File: config.mk
export PLATFORM = sky130hd
export DESIGN_NAME = disp_source_arbiter_flat
export DESIGN_NICKNAME = d
export VERILOG_FILES = /design/src/rtl/disp_source_arbiter_if.sv /design/src/rtl/disp_source_arbiter.sv /design/src/flat_wrapper.sv
export SDC_FILE = /design/constraint.sdc
export NUM_CORES = 1
export LEC_CHECK = 0
export BUFFER_PORTS_ARGS = -buffer_cell sky130_fd_sc_hd__buf_4
export CORE_MARGIN = 2
export CORE_UTILIZATION = 25
export CTS_BUF_LIST = sky130_fd_sc_hd__clkbuf_8
export DETAILED_ROUTE_END_ITERATION = 16
export GPL_TIMING_DRIVEN = 0
export PLACE_DENSITY = 0.47
export SYNTH_ARGS = -nofsm -noshare
export SYNTH_HDL_FRONTEND = slang
export SYNTH_SLANG_ARGS = --single-unit
File: constraint.sdc
create_clock -name clk -period 2.1 [get_ports clk]
set_input_delay 0.63 -clock clk [delete_from_list [all_inputs] [get_ports clk]]
set_output_delay 0.63 -clock clk [all_outputs]
set_load 0.005 [all_outputs]
File: src/rtl/disp_source_arbiter_if.sv
// Display-source arbiter bundle: source buses, controls and shared display pins.
// The master side feeds sources and controls; the slave side drives the display.
interface disp_source_arbiter_if #(
    parameter int NSRC   = 4,
    parameter int SEL_W  = 2,
    parameter int SEG_W  = 8,
    parameter int TUBE_W = 8
);
    logic                     power_on;
    logic [SEL_W-1:0]         src_sel;
    logic [NSRC-1:0]          blink_en;
    logic [NSRC*SEG_W-1:0]    digit1_bus;
    logic [NSRC*SEG_W-1:0]    digit2_bus;
    logic [NSRC*TUBE_W-1:0]   tube_sel_bus;
    logic [SEG_W-1:0]         digit1;
    logic [SEG_W-1:0]         digit2;
    logic [TUBE_W-1:0]        tube_sel;
    logic [SEL_W-1:0]         active_src;
    logic                     switching;

    modport master (
        output power_on, src_sel, blink_en,
        output digit1_bus, digit2_bus, tube_sel_bus,
        input  digit1, digit2, tube_sel, active_src, switching
    );

    modport slave (
        input  power_on, src_sel, blink_en,
        input  digit1_bus, digit2_bus, tube_sel_bus,
        output digit1, digit2, tube_sel, active_src, switching
    );
endinterface

File: src/rtl/disp_source_arbiter.sv
// Selects one of NSRC seven-segment sources, blanks on source change,
// goes dark when powered off and optionally blinks the tubes.
module disp_source_arbiter #(
    parameter int NSRC         = 4,
    parameter int SEL_W        = 2,
    parameter int SEG_W        = 8,
    parameter int TUBE_W       = 8,
    parameter int BLANK_CYCLES = 1000,
    parameter int BLINK_HALF   = 50_000_000
) (
    input logic clk,
    input logic rst,
    disp_source_arbiter_if.slave bus
);
    localparam int BCW = (BLANK_CYCLES > 1) ? $clog2(BLANK_CYCLES) : 1;
    localparam int HCW = (BLINK_HALF > 1) ? $clog2(BLINK_HALF) : 1;
    localparam logic [BCW-1:0] BC_LAST = BCW'(BLANK_CYCLES - 1);
    localparam logic [HCW-1:0] HC_LAST = HCW'(BLINK_HALF - 1);

    typedef enum logic [1:0] {S_OFF, S_BLANK, S_SHOW} state_t;

    state_t             r_state, w_state_nxt;
    logic [SEL_W-1:0]   r_active, w_active_nxt;
    logic [BCW-1:0]     r_blank, w_blank_nxt;
    logic [HCW-1:0]     r_blink, w_blink_nxt;
    logic               r_phase, w_phase_nxt;
    logic [SEG_W-1:0]   r_d1, w_d1_nxt;
    logic [SEG_W-1:0]   r_d2, w_d2_nxt;
    logic [TUBE_W-1:0]  r_tube, w_tube_nxt;
    logic               r_sw, w_sw_nxt;

    logic [SEL_W:0]     w_sel_x;
    logic [SEL_W-1:0]   w_eff;
    logic               w_change;
    logic [SEG_W-1:0]   w_src_d1, w_src_d2;
    logic [TUBE_W-1:0]  w_src_tube;

    // Out-of-range indices fall back to source 0.
    assign w_sel_x    = {1'b0, bus.src_sel};
    assign w_eff      = (w_sel_x < (SEL_W+1)'(NSRC)) ? bus.src_sel : '0;
    assign w_change   = (w_eff != r_active);
    assign w_src_d1   = bus.digit1_bus[int'(r_active)*SEG_W +: SEG_W];
    assign w_src_d2   = bus.digit2_bus[int'(r_active)*SEG_W +: SEG_W];
    assign w_src_tube = bus.tube_sel_bus[int'(r_active)*TUBE_W +: TUBE_W];

    always_comb begin
        w_state_nxt  = r_state;
        w_active_nxt = r_active;
        w_blank_nxt  = r_blank;
        w_blink_nxt  = r_blink;
        w_phase_nxt  = r_phase;
        w_d1_nxt     = '0;
        w_d2_nxt     = '0;
        w_tube_nxt   = '0;
        w_sw_nxt     = 1'b0;
        unique case (r_state)
            S_OFF: begin
                if (bus.power_on) begin
                    w_state_nxt  = S_BLANK;
                    w_active_nxt = w_eff;
                    w_blank_nxt  = BC_LAST;
                    w_sw_nxt     = 1'b1;
                end
            end
            S_BLANK: begin
                if (!bus.power_on) begin
                    w_state_nxt = S_OFF;
                end else if (w_change) begin
                    w_active_nxt = w_eff;
                    w_blank_nxt  = BC_LAST;
                    w_sw_nxt     = 1'b1;
                end else if (r_blank == '0) begin
                    w_state_nxt = S_SHOW;
                    w_blink_nxt = '0;
                    w_phase_nxt = 1'b1;
                    w_d1_nxt    = w_src_d1;
                    w_d2_nxt    = w_src_d2;
                    w_tube_nxt  = w_src_tube;
                end else begin
                    w_blank_nxt = r_blank - 1'b1;
                    w_sw_nxt    = 1'b1;
                end
            end
            S_SHOW: begin
                if (!bus.power_on) begin
                    w_state_nxt = S_OFF;
                end else if (w_change) begin
                    w_state_nxt  = S_BLANK;
                    w_active_nxt = w_eff;
                    w_blank_nxt  = BC_LAST;
                    w_sw_nxt     = 1'b1;
                end else begin
                    if (r_blink == HC_LAST) begin
                        w_blink_nxt = '0;
                        w_phase_nxt = ~r_phase;
                    end else begin
                        w_blink_nxt = r_blink + 1'b1;
                    end
                    w_d1_nxt = w_src_d1;
                    w_d2_nxt = w_src_d2;
                    // Blanking follows the phase being entered on this edge.
                    if (bus.blink_en[r_active] && !w_phase_nxt)
                        w_tube_nxt = '0;
                    else
                        w_tube_nxt = w_src_tube;
                end
            end
            default: w_state_nxt = S_OFF;
        endcase
    end

    always_ff @(posedge clk) begin
        if (rst) begin
            r_state  <= S_OFF;
            r_active <= '0;
            r_blank  <= '0;
            r_blink  <= '0;
            r_phase  <= 1'b1;
            r_d1     <= '0;
            r_d2     <= '0;
            r_tube   <= '0;
            r_sw     <= 1'b0;
        end else begin
            r_state  <= w_state_nxt;
            r_active <= w_active_nxt;
            r_blank  <= w_blank_nxt;
            r_blink  <= w_blink_nxt;
            r_phase  <= w_phase_nxt;
            r_d1     <= w_d1_nxt;
            r_d2     <= w_d2_nxt;
            r_tube   <= w_tube_nxt;
            r_sw     <= w_sw_nxt;
        end
    end

    assign bus.digit1     = r_d1;
    assign bus.digit2     = r_d2;
    assign bus.tube_sel   = r_tube;
    assign bus.active_src = r_active;
    assign bus.switching  = r_sw;
endmodule

File: src/flat_wrapper.sv
// flat-port wrapper written by rule: the top's interface ports become plain ports
module disp_source_arbiter_flat 
#(
    parameter int NSRC         = 4,
    parameter int SEL_W        = 2,
    parameter int SEG_W        = 8,
    parameter int TUBE_W       = 8,
    parameter int BLANK_CYCLES = 1000,
    parameter int BLINK_HALF   = 50_000_000
)
  (clk, rst, bus_power_on, bus_src_sel, bus_blink_en, bus_digit1_bus, bus_digit2_bus, bus_tube_sel_bus, bus_digit1, bus_digit2, bus_tube_sel, bus_active_src, bus_switching);
  disp_source_arbiter_if #(.NSRC(NSRC), .SEL_W(SEL_W), .SEG_W(SEG_W), .TUBE_W(TUBE_W)) bus_i ();
  input logic clk;
  input logic rst;
  input wire logic [$bits(bus_i.power_on)-1:0] bus_power_on;
  input wire logic [$bits(bus_i.src_sel)-1:0] bus_src_sel;
  input wire logic [$bits(bus_i.blink_en)-1:0] bus_blink_en;
  input wire logic [$bits(bus_i.digit1_bus)-1:0] bus_digit1_bus;
  input wire logic [$bits(bus_i.digit2_bus)-1:0] bus_digit2_bus;
  input wire logic [$bits(bus_i.tube_sel_bus)-1:0] bus_tube_sel_bus;
  output wire logic [$bits(bus_i.digit1)-1:0] bus_digit1;
  output wire logic [$bits(bus_i.digit2)-1:0] bus_digit2;
  output wire logic [$bits(bus_i.tube_sel)-1:0] bus_tube_sel;
  output wire logic [$bits(bus_i.active_src)-1:0] bus_active_src;
  output wire logic [$bits(bus_i.switching)-1:0] bus_switching;
  assign bus_i.power_on = bus_power_on;
  assign bus_i.src_sel = bus_src_sel;
  assign bus_i.blink_en = bus_blink_en;
  assign bus_i.digit1_bus = bus_digit1_bus;
  assign bus_i.digit2_bus = bus_digit2_bus;
  assign bus_i.tube_sel_bus = bus_tube_sel_bus;
  assign bus_digit1 = bus_i.digit1;
  assign bus_digit2 = bus_i.digit2;
  assign bus_tube_sel = bus_i.tube_sel;
  assign bus_active_src = bus_i.active_src;
  assign bus_switching = bus_i.switching;
  disp_source_arbiter #(.NSRC(NSRC), .SEL_W(SEL_W), .SEG_W(SEG_W), .TUBE_W(TUBE_W), .BLANK_CYCLES(BLANK_CYCLES), .BLINK_HALF(BLINK_HALF)) u_core (.clk(clk), .rst(rst), .bus(bus_i));
endmodule
# After elaboration in Yosys (flattened, before gate mapping)
# Index checks and enable logic that the tools add are counted.
# word_totals
ff_bits,66
inputBits,105
output_inout_bits,27
elab_cells,110
# op_classes
add_sub_neg,2
n_lt_le_gt_ge,2
eq_ne,17
shift,3
n_mux,64
n_bitwise,1
reduce_logical,12
# op_table
cell,n
$mux W26,6
$mux W8,16
$shiftx A32 B6 Y8,3
$mux W10,6
$pmux W26 S2,1
$pmux W8 S2,3
$pmux W10 S3,1
$add A26 B1 Y26 const B,1
$eq A26 B26 Y1 const B,1
$mux W2,10
$mux W1,16
$reduce_and A6 Y1,2
$logic_not A10 Y1,1
$ne A2 B2 Y1 const B,5
$sub A10 B1 Y10 const B,1
$ne A3 B2 Y1 const B,3
$ne A2 B1 Y1 const B,4
$reduce_and A4 Y1,2
$lt A2 B3 Y1 const B,2
$pmux W2 S3,1
$pmux W2 S2,1
$reduce_bool A2 Y1,2
$ne A3 B3 Y1 const B,1
$pmux W1 S3,1
other kinds (11),11

# Longest topological paths before layout
# depth
depth_word,12
ltp_mapped,10
ltp_nobuf,7

# Least setup slack after synthesis
# OpenSTA, ideal clock, no wires.
# synth_path
path_kind,register to register
start,reg u_core.r_state[1]
end,reg u_core.r_blink[24]
arrival_time_ns,2.118
path_slack_ns,-0.088
stages_incl_launch_ff,9
synth_period_minus_slack_ns,2.188
cell_sequence,dfxtp_1 > inv_1 > ha_1 > nor4bb_1 > a32oi_1 > or4_1 > buf_2 > or3b_1 > a21oi_1
# synth_via
elab_chain_cells,3
# synth_lines
item,line_no,source
from (decl),disp_source_arbiter.sv:22,"state_t r_state, w_state_nxt;"
from (signal assigned),disp_source_arbiter.sv:124,r_state <= w_state_nxt;
$eq A2 B2 Y1 or $eq A2 B1 Y1 (tied branches),disp_source_arbiter.sv:56,unique case (r_state)
$ne A2 B2 Y1 (no line) (tied with other cells),--,
$reduce_and A6 Y1 (no line),--,
to (signal assigned),disp_source_arbiter.sv:127,r_blink <= w_blink_nxt;
to (decl),disp_source_arbiter.sv:25,"logic [HCW-1:0] r_blink, w_blink_nxt;"
# Several ways; a longest one is shown, not always the timed one.
# A chain may end at the register's enable or synchronous reset.

# Worst setup path after layout
# Ends and elaborated chain as after synthesis.

==> flow_metrics.py <==
metrics = {
    "timing": {
        "finalCritPeriodShare_pct": 106,
        "holdWs_ns": 0.452,
        "tightest_slew_ns": 0.650,
        "setup_viol": 21,
        "fmax_ghz": 0.450,
        "clock_skew_ns": 0.0110,
        "hold_viol": 0,
        "max_slew_margin_pct": 56.7,
        "min_period_ns": 2.22,
        "drv_slew": 0,
        "rsz0062_at_grt": "yes",
        "worst_slack_ns": -0.122,
    },
    "synthesis": {
        "synthXorXnorAreaFrac_pct": 5.00,
        "synth-edff-count": 0,
        "synth_cell_types": 56,
        "synth_area_um2": 3730,
        "ys_ff_latch": 66,
        "yosysWarnings": 0,
        "synthArstFlopShare_pct": 0,
        "synth_area_per_cell_um2": 9.77,
        "synth-simple-area-share_pct": 25.9,
        "muxShareOfSynthArea_pct": 15.6,
        "synthFlopType": "dfxtp_1",
        "ys_seq_area_share_pct": 35.4,
        "yosysTopAreaCell": "dfxtp_1",
        "synthAdderAreaFrac_pct": 2.35,
        "synth_top_area_share_pct": 35.4,
        "synth_top_family_by_area": "simple AND/OR/NAND/NOR gates",
        "synthesis.instances": 382,
        "synth-compound-area-share_pct": 11.7,
        "syn_nets": 494,
        "synthTopCellsByArea": "dfxtp_1 (35%), mux4_2 (15%), and2_1 (3.2%), xnor2_1 (3.1%), a21oi_1 (2.7%)",
    },
    "place": {
        "post-place-cells": 697,
        "dp_slack_ns": -0.787,
        "gp_congestion": 0.865,
        "hpwl_um": 9600,
        "io_buffer_count": 131,
    },
    "routing": {
        "wl_per_cell_um": 17.6,
        "postRouteWirelength_um": 13000,
        "antenna_left": 0,
        "vias": 3721,
        "via_per_inst": 5.07,
        "dr.first_iter.drc_count": 166,
        "drc_errors": 0,
        "first_pass_iters": 4,
    },
    "clock_network": {
        "clock_sinks": 66,
        "clock_path_buffers": 2,
        "cts_tree": "done",
        "cts-root-buf": "clkbuf_8",
        "clock_latency_ns": 0.35,
        "cts_buffers": 9,
        "postCtsHoldBufs": 0,
        "clk_pin_slew_ns": 0.08,
        "h-tree-depth": 3,
    },
    "grt": {
        "grt_first_pass_wirelength_um": 20200,
        "grt_overflow_total": 0,
        "track_usage_pct": 16.3,
        "grt_pass1_vias": 3785,
        "grt_max_degree": 11,
        "antenna_found_initial": 0,
    },
    "power_and_ir_drop": {
        "netSwitchingPower_mw": 0.913,
        "p_int_mw": 2.19,
        "p_clk_share_pct": 30.1,
        "p_comb_share_pct": 26.7,
        "sw_frac_of_total_pct": 29.5,
        "seq_power_share_pct": 43.2,
        "power_leakage_nw": 2.14,
        "peakVddDrop_mv": 0.230,
        "power_per_cell_area_nw_per_um2": 537,
    },
    "layout": {
        "finalNonFillerCells": 734,
        "syn_to_final_growth_pct": 54.6,
        "n_fill_cell": 1457,
        "fin_nets": 657,
        "final_cell_mix": "buf_4 (149), dfxtp_1 (60), mux4_2 (25), and2_1 (19), nand2_1 (17)",
        "fin_util_pct": 39.7,
        "layout_commonest_cell": "buf_4",
        "diodes": 0,
        "drive_gt1_share_pct": 51.6,
    },
    "worst_hold_path": {
        "hold_path_class": "register to register",
    },
    "floorplanning": {
        "ios": 132,
        "start_util_pct": 25.7,
        "die_area_um2": 15900,
        "design.core.area_um2": 14500,
        "dieHeight_um": 126,
        "rows": 44,
        "die_w_um": 126,
    },
    "setup_path": {
        "cp-end-kind": "register",
        "worstSetupStartpointType": "register",
        "cp_max_fo": 7,
        "crit_type": "register to register",
        "crit_arrival_ns": 2.50,
        "crit_required_ns": 2.38,
    },
    "status": {
        "violations": "setup timing",
        "outcome": "finished, violations left",
    },
    "run": {
        "drv_cap": 0,
    },
}
## metal layers
layer	GRT usage (%)	share of wire, %	vias to the layer above
met3	4.97	6.5	11
met1	21.1	44	1805
li1	-	-	1772
met4	4.27	1.2	0
met2	26.4	48	133
met5	0	0	-
## worst max-delay path, cell delays in order (launching register included)
cell and delay [ns]:
dfxtp_2 0.33, inv_2 0.08, ha_4 0.14, nor4bb_4 0.33, a32oi_2 0.19, or4_1 0.45
buf_6 0.15, or3b_4 0.37, a21oi_2 0.12
## per-stage QoR
stage	total power [mW]	area, µm²	TNS [ns]
2_1_floorplan	1.77	3740	-0.0376
3_5_place_dp	2.06	4950	-28.80
3_3_place_gp	2.05	4950	-27.28
6_report	3.10	5770	-1.99
4_1_cts	3.10	5480	-0.412
5_1_grt	3.28	5770	-3.59
## worst paths after layout
path	from	slack [ns]	depth (start not counted)	endpoint
worst max register to register	u_core.r_state[1]$_SDFFE_PP0P_	-0.12	8	u_core.r_blink[24]$_SDFFE_PP0P_
worst min register to register	u_core.r_blank[0]$_SDFFE_PP0P_	0.45	1	u_core.r_blank[0]$_SDFFE_PP0P_
worst max-delay path	u_core.r_state[1]$_SDFFE_PP0P_	-0.12	8	u_core.r_blink[24]$_SDFFE_PP0P_
worst min-delay path	u_core.r_blank[0]$_SDFFE_PP0P_	0.45	1	u_core.r_blank[0]$_SDFFE_PP0P_
## sequential cells by signal, summed over array words and instances, names as in the netlist
register / cells
u_core.r_state: 2
u_core.r_blank: 10
u_core.bus.switching: 1
u_core.bus.tube_sel: 8
u_core.r_blink: 26
u_core.bus.active_src: 2
u_core.bus.digit1: 8
u_core.bus.digit2: 8
u_core.r_phase: 1
## cell type report
cell class | count | area, µm² | area share [%]
Clock buffer | 10 | 138 | 2.39
Timing Repair Buffer | 154 | 1200 | 20.7
Clock inverter | 6 | 26.3 | 0.456
Buffer | 18 | 153 | 2.65
Inverter | 14 | 52.6 | 0.911
Multi-Input combinational cell | 282 | 2640 | 45.8
Sequential cell | 66 | 1330 | 23.1
Tap cell | 184 | 230 | 3.99
## power groups by stage
stage	sequential (mW)	clock (mW)	combinational, mW
2_1_floorplan	1.35	0	0.421
3_3_place_gp	1.36	0	0.689
3_5_place_dp	1.36	0	0.694
4_1_cts	1.34	0.979	0.785
5_1_grt	1.35	1.04	0.889
6_report	1.34	0.933	0.826
## cell usage after synthesis (6+ instances only)
master,number
dfxtp_1,66
ha_1,7
nor4_1,14
xnor2_1,13
nor2_1,25
clkbuf_1,7
nand3_1,9
and2_1,19
o21ai_0,20
or3_1,8
nor2b_1,11
inv_1,14
a21oi_1,20
nand4_1,10
nor3_1,10
nand2_1,17
mux4_2,25
or4_1,6
buf_2,6
## logic make-up after synthesis
family / count (synthesis)
buffers and inverters: 34
AND/OR/NAND/NOR: 162
flip-flops: 66
multiplexers: 27
XOR/XNOR: 17
AO/OA/AOI/OAI: 69
adder cells (fa/ha/maj): 7
## repair_timing
item	CTS	global route
pin swaps	26	16
endpoints found under the setup margin	58	54
gates cloned	2	0
resized for setup	55	68
buffers inserted	16	5
(Power assumes the default switching activity.)
